$ cat src/rtl/counter_ctrl.sv
// counter_ctrl: run-control sequencer turning an 8-bit counter into a programmable interval timer.
// Latency: start accepted on edge N -> busy=1, cnt=0 after N; all outputs registered, no input-to-output path.
// Backpressure: none; start is ignored while busy, abort/pause act on the next edge.
//
// Ports:
//   clk, rst          clock and synchronous active-high reset (reset wins over everything)
//   start, mode, term launch request, 0=one-shot/1=auto-reload, terminal count (captured on start)
//   pause, abort      level freeze of counting, cancel of a run in progress
//   cnt, busy, done   live count, RUN/PAUSE indicator, one-cycle terminal-count pulse
//   periods           completed periods since last start, saturating at 255
//
// Build option: define COUNTER_CTRL_PRESCALE_EN to insert a PRESCALE-cycle tick prescaler;
// without it every RUN cycle is a tick and PRESCALE is only range-checked.

module counter_ctrl #(
  parameter int WIDTH    = 8,
  parameter int PRESCALE = 4
) (
  input  logic             clk,
  input  logic             rst,
  input  logic             start,
  input  logic             mode,
  input  logic [WIDTH-1:0] term,
  input  logic             pause,
  input  logic             abort,
  output logic [WIDTH-1:0] cnt,
  output logic             busy,
  output logic             done,
  output logic [7:0]       periods
);

  // Elaboration-time guard on the prescaler range.
  if (PRESCALE < 2 || PRESCALE > 256) begin : g_prescale_range
    $error("counter_ctrl: PRESCALE must be in 2..256");
  end

  typedef enum logic [1:0] {
    S_IDLE  = 2'd0,
    S_RUN   = 2'd1,
    S_PAUSE = 2'd2
  } state_t;

  state_t           state;
  state_t           state_nxt;

  logic [WIDTH-1:0] term_q;
  logic             mode_q;

  logic [WIDTH-1:0] cnt_nxt;
  logic [WIDTH-1:0] term_nxt;
  logic             mode_nxt;
  logic             busy_nxt;
  logic             done_nxt;
  logic [7:0]       periods_nxt;

  logic             accept;
  logic             at_term;
  logic             tick;

  // A start only counts when abort is low in the same cycle.
  assign accept  = start & ~abort;
  assign at_term = (cnt == term_q);

`ifdef COUNTER_CTRL_PRESCALE_EN
  localparam int               PW       = $clog2(PRESCALE);
  localparam logic [PW-1:0]    PRE_LAST = PW'(PRESCALE - 1);

  logic [PW-1:0] pre_q;
  logic [PW-1:0] pre_nxt;

  assign tick = (pre_q == PRE_LAST);

  // Prescaler only advances in RUN cycles that are neither paused nor aborted,
  // so a pause freezes the phase exactly where it was.
  always_comb begin
    pre_nxt = pre_q;
    if (state == S_IDLE) begin
      if (accept) begin
        pre_nxt = '0;
      end
    end else if (state == S_RUN && !abort && !pause) begin
      pre_nxt = tick ? '0 : pre_q + 1'b1;
    end
  end

  always_ff @(posedge clk) begin
    if (rst) begin
      pre_q <= '0;
    end else begin
      pre_q <= pre_nxt;
    end
  end
`else
  assign tick = 1'b1;
`endif

  // ---------------------------------------------------------------------
  // State register
  // ---------------------------------------------------------------------
  always_ff @(posedge clk) begin
    if (rst) begin
      state <= S_IDLE;
    end else begin
      state <= state_nxt;
    end
  end

  // ---------------------------------------------------------------------
  // Next-state logic: abort > pause > tick
  // ---------------------------------------------------------------------
  always_comb begin
    state_nxt = state;
    case (state)
      S_IDLE: begin
        if (accept) begin
          state_nxt = S_RUN;
        end
      end
      S_RUN: begin
        if (abort) begin
          state_nxt = S_IDLE;
        end else if (pause) begin
          state_nxt = S_PAUSE;
        end else if (tick && at_term && !mode_q) begin
          state_nxt = S_IDLE;
        end
      end
      S_PAUSE: begin
        if (abort) begin
          state_nxt = S_IDLE;
        end else if (!pause) begin
          state_nxt = S_RUN;
        end
      end
      default: begin
        state_nxt = S_IDLE;
      end
    endcase
  end

  // ---------------------------------------------------------------------
  // Output logic: next values for the registered outputs
  // ---------------------------------------------------------------------
  always_comb begin
    cnt_nxt     = cnt;
    term_nxt    = term_q;
    mode_nxt    = mode_q;
    done_nxt    = 1'b0;
    periods_nxt = periods;

    case (state)
      S_IDLE: begin
        if (accept) begin
          term_nxt    = term;
          mode_nxt    = mode;
          cnt_nxt     = '0;
          periods_nxt = 8'd0;
        end
      end
      S_RUN: begin
        if (abort) begin
          cnt_nxt = '0;
        end else if (!pause && tick) begin
          if (at_term) begin
            done_nxt = 1'b1;
            if (periods != 8'hFF) begin
              periods_nxt = periods + 8'd1;
            end
            // One-shot leaves cnt parked on the terminal value.
            if (mode_q) begin
              cnt_nxt = '0;
            end
          end else begin
            cnt_nxt = cnt + 1'b1;
          end
        end
      end
      S_PAUSE: begin
        if (abort) begin
          cnt_nxt = '0;
        end
      end
      default: begin
        cnt_nxt = '0;
      end
    endcase

    busy_nxt = (state_nxt != S_IDLE);
  end

  // ---------------------------------------------------------------------
  // Datapath and output registers
  // ---------------------------------------------------------------------
  always_ff @(posedge clk) begin
    if (rst) begin
      cnt     <= '0;
      term_q  <= '0;
      mode_q  <= 1'b0;
      busy    <= 1'b0;
      done    <= 1'b0;
      periods <= 8'd0;
    end else begin
      cnt     <= cnt_nxt;
      term_q  <= term_nxt;
      mode_q  <= mode_nxt;
      busy    <= busy_nxt;
      done    <= done_nxt;
      periods <= periods_nxt;
    end
  end

endmodule

$ cat config.mk
export PLATFORM = sky130hd
export DESIGN_NAME = counter_ctrl
export DESIGN_NICKNAME = d
export VERILOG_FILES = /design/src/rtl/counter_ctrl.sv
export SDC_FILE = /design/constraint.sdc
export NUM_CORES = 1
export LEC_CHECK = 0
export ABC_AREA = 1
export BUFFER_PORTS_ARGS = -buffer_cell sky130_fd_sc_hd__buf_2
export CAP_MARGIN = 30
export CORE_UTILIZATION = 25
export DETAILED_ROUTE_END_ITERATION = 12
export PLACE_DENSITY = 0.43
export REMOVE_ABC_BUFFERS = 1
export SLEW_MARGIN = 5
export SYNTH_ARGS = -nofsm -noshare
export SYNTH_HDL_FRONTEND = slang
export SYNTH_SLANG_ARGS = --single-unit
$ cat constraint.sdc
create_clock -name clk -period 1.9 [get_ports clk]
set_input_delay 0.57 -clock clk [delete_from_list [all_inputs] [get_ports clk]]
set_output_delay 0.57 -clock clk [all_outputs]
set_load 0.005 [all_outputs]
==> flow_metrics.py <==
metrics = {
    "outcome": {
        "status": "completed",
    },
    "logic_synthesis": {
        "synth_largest_area_cell": "dfxtp_1",
        "synthXorXnorAreaFrac": 0.02531,
        "synth_mux_area_frac": 0,
        "ys_seq_area_frac": 0.3355,
        "ys_warn_count": 0,
        "syn_area_sq_um": 1730,
        "ys_seq_elements": 29,
        "synth_compound_area_frac": 0.1150,
        "netlist_instances": 271,
        "synthAdderAreaFrac": 0.01446,
        "synth_top_family_by_area": "simple AND/OR/NAND/NOR gates",
        "syn_avg_cell_area_sq_um": 6.385,
        "synth_top_area_frac": 0.3355,
        "synth_area_leaders": "dfxtp_1 34%, nand2_1 16%, nor2_1 7.4%, inv_1 6.9%, a21oi_1 6.1%",
        "yosysUniqueCellTypes": 25,
        "yosys.area_share.simple": 0.4049,
    },
    "final_layout": {
        "diodes": 0,
        "area_delta_synth_final_pct": 23.86,
        "layout-drive-gt1-share": 0.2258,
        "nets": 325,
        "layout_common_cells": "76 x nand2_1, 34 x nor2_1, 32 x inv_1",
        "final_common_cell": "nand2_1",
        "final_core_util": 0.3282,
    },
    "worst_setup_path": {
        "worstPathArrival_ns": 1.84,
        "ff2ff_setup_slack_ns": 0.24,
        "r2r-start": "cnt[4]",
        "worstPathRequired_ns": 2.08,
        "crit_start": "cnt[4]",
        "r2r_cells": 11,
        "startpoint_type": "register",
        "crit_fanout": 10,
        "critPathCapture": "cnt[7]",
        "rr_endpoint": "cnt[7]",
        "cp-end-kind": "register",
        "crit_type": "reg -> reg",
    },
    "min_path": {
        "hold_path_class": "reg -> reg",
        "min_from": "term_q[6]",
    },
    "timing": {
        "setup_viol": 0,
        "finalCriticalPeriod_ns": 1.661,
        "slew_headroom": 0.8229,
        "tns_ns": 0,
        "max_freq_mhz": 602.1,
        "hold_violations": 0,
        "clock_skew_ns": 0.005968,
        "period_share": 0.8741,
        "worstMarginPinSlew_ns": 0.2654,
        "final-max-slew-violation-count": 0,
        "rsz0062_at_grt": "no",
    },
    "clock_network": {
        "clk_pin_slew_ns": 0.07,
        "clock_latency_ns": 0.28,
        "post_cts_resized": 0,
        "numClockSinks": 29,
        "numCtsBuffers": 5,
        "cts_hold_buf": 0,
        "clock_path_buffers": 2,
        "cts_setup_buffers": 0,
        "root_buffer": "clkbuf_8",
        "h-tree-depth": 2,
        "tritoncts": "yes",
    },
    "floorplanning": {
        "start_util": 0.2649,
        "core.rowCount": 29,
        "core_sq_um": 6531,
        "dieHeight_um": 85.20,
        "ios": 32,
        "die_w_um": 85.20,
        "dieArea_sq_um": 7258,
    },
    "route": {
        "ant_nets": 0,
        "drt_first_pass_iters": 4,
        "vias": 1709,
        "wire_per_inst_um": 11.00,
        "routed_wl_um": 4258,
        "drc": 0,
        "drt_iter0_drc": 69,
        "post_drt_via_cell_ratio": 4.416,
    },
    "grt": {
        "grt-ovfl-total": 0,
        "grt_use_total": 0.1283,
        "antenna_found_initial": 0,
        "grt_pass1_vias": 1607,
        "grt_pass1_wl_um": 7238,
        "grt_max_degree": 16,
    },
    "run": {
        "maxCapViolCount": 0,
    },
    "place": {
        "io_buffers": 31,
        "place_hpwl_um": 3254,
        "gp_congestion": 0.7638,
    },
    "pwr": {
        "p_leak_nw": 1.040,
        "totalPowerFinal_mw": 1.755,
        "p_per_area_nw_per_um2": 818.9,
        "irDropWorstVdd_mv": 0.3447,
    },
}
cells in the mapped netlist (all sizes together):
cell,count
clkinv,1
nand4,5
nor3b,3
nor3,3
o21ai,14
nor2,40
xor2,4
a41oi,1
dfxtp,29
a21oi,21
ha,2
nand2,82
nand3,17
a21boi,1
xnor2,1
inv,43
clkbuf,4
cell families (layout without fill, tap and decap cells):
group / Yosys count / after routing
xor+xnor: 5 / 5
simple gates: 150 / 150
fa+ha+maj: 2 / 2
flops: 29 / 29
compound gates: 37 / 37
buf+inv: 48 / 87
worst min-delay path by stage:
stage	end	slack, ns	cells after the start
6_report	term_q[6]	0.47	2
5_1_grt	term_q[4]	0.50	2
4_1_cts	term_q[7]	0.47	2
3_5_place_dp	term_q[7]	0.46	2
3_3_place_gp	term_q[7]	0.46	2
2_1_floorplan	term_q[3]	0.45	2
cell type report:
class | instances | area (sq um)
repair buffers | 35 | 197.7
fillers | 754 | 4388
well taps | 77 | 96.34
inverters | 44 | 166.4
clock buffers | 5 | 68.82
flip-flops and latches | 29 | 580.6
multi-input cells | 194 | 968.4
clock inverters | 3 | 65.06
critical path: stages (launching register included):
cell and delay (ns):
dfxtp_1 0.42, inv_2 0.07, nand2_1 0.07, nand2_1 0.05
nor2_1 0.12, nand2_1 0.15, nor2_8 0.16, nand3_2 0.13
nand3_2 0.20, nand2_1 0.09, nand2_1 0.07, nor2_1 0.04
stage by stage:
step | setup WS, ns | cell area, sq um | cells | hold WS (ns)
after floorplan | 0.3700 | 1715 | 267 | 0.4455
after global placement | 0.1975 | 2009 | 379 | 0.4628
after detailed placement | 0.1859 | 2009 | 379 | 0.4582
after CTS | 0.2105 | 2143 | 387 | 0.4685
after global routing | 0.02910 | 2143 | 387 | 0.4994
final | 0.2392 | 2143 | 387 | 0.4680
per-layer routing:
metal / wire, um / part of all wire / up-vias / global-route usage
li1: - / - / 921 / -
met1: 2158 / 0.51 / 758 / 0.1601
met2: 1878 / 0.44 / 25 / 0.2089
met3: 154 / 0.036 / 5 / 0.03599
met4: 66 / 0.016 / 0 / 0.05085
met5: 0 / 0 / - / 0
power by group:
group          internal, mW  switching [mW]
Sequential            0.638          0.0290
Combinational         0.113           0.187
Clock                 0.521           0.267
Total                  1.27           0.482
sequential cells by signal (all words and copies together), names as in the netlist:
register	cells
busy	1
mode_q	1
state	2
cnt	8
done	1
term_q	8
periods	8
Power figures use the tool's default switching activity.
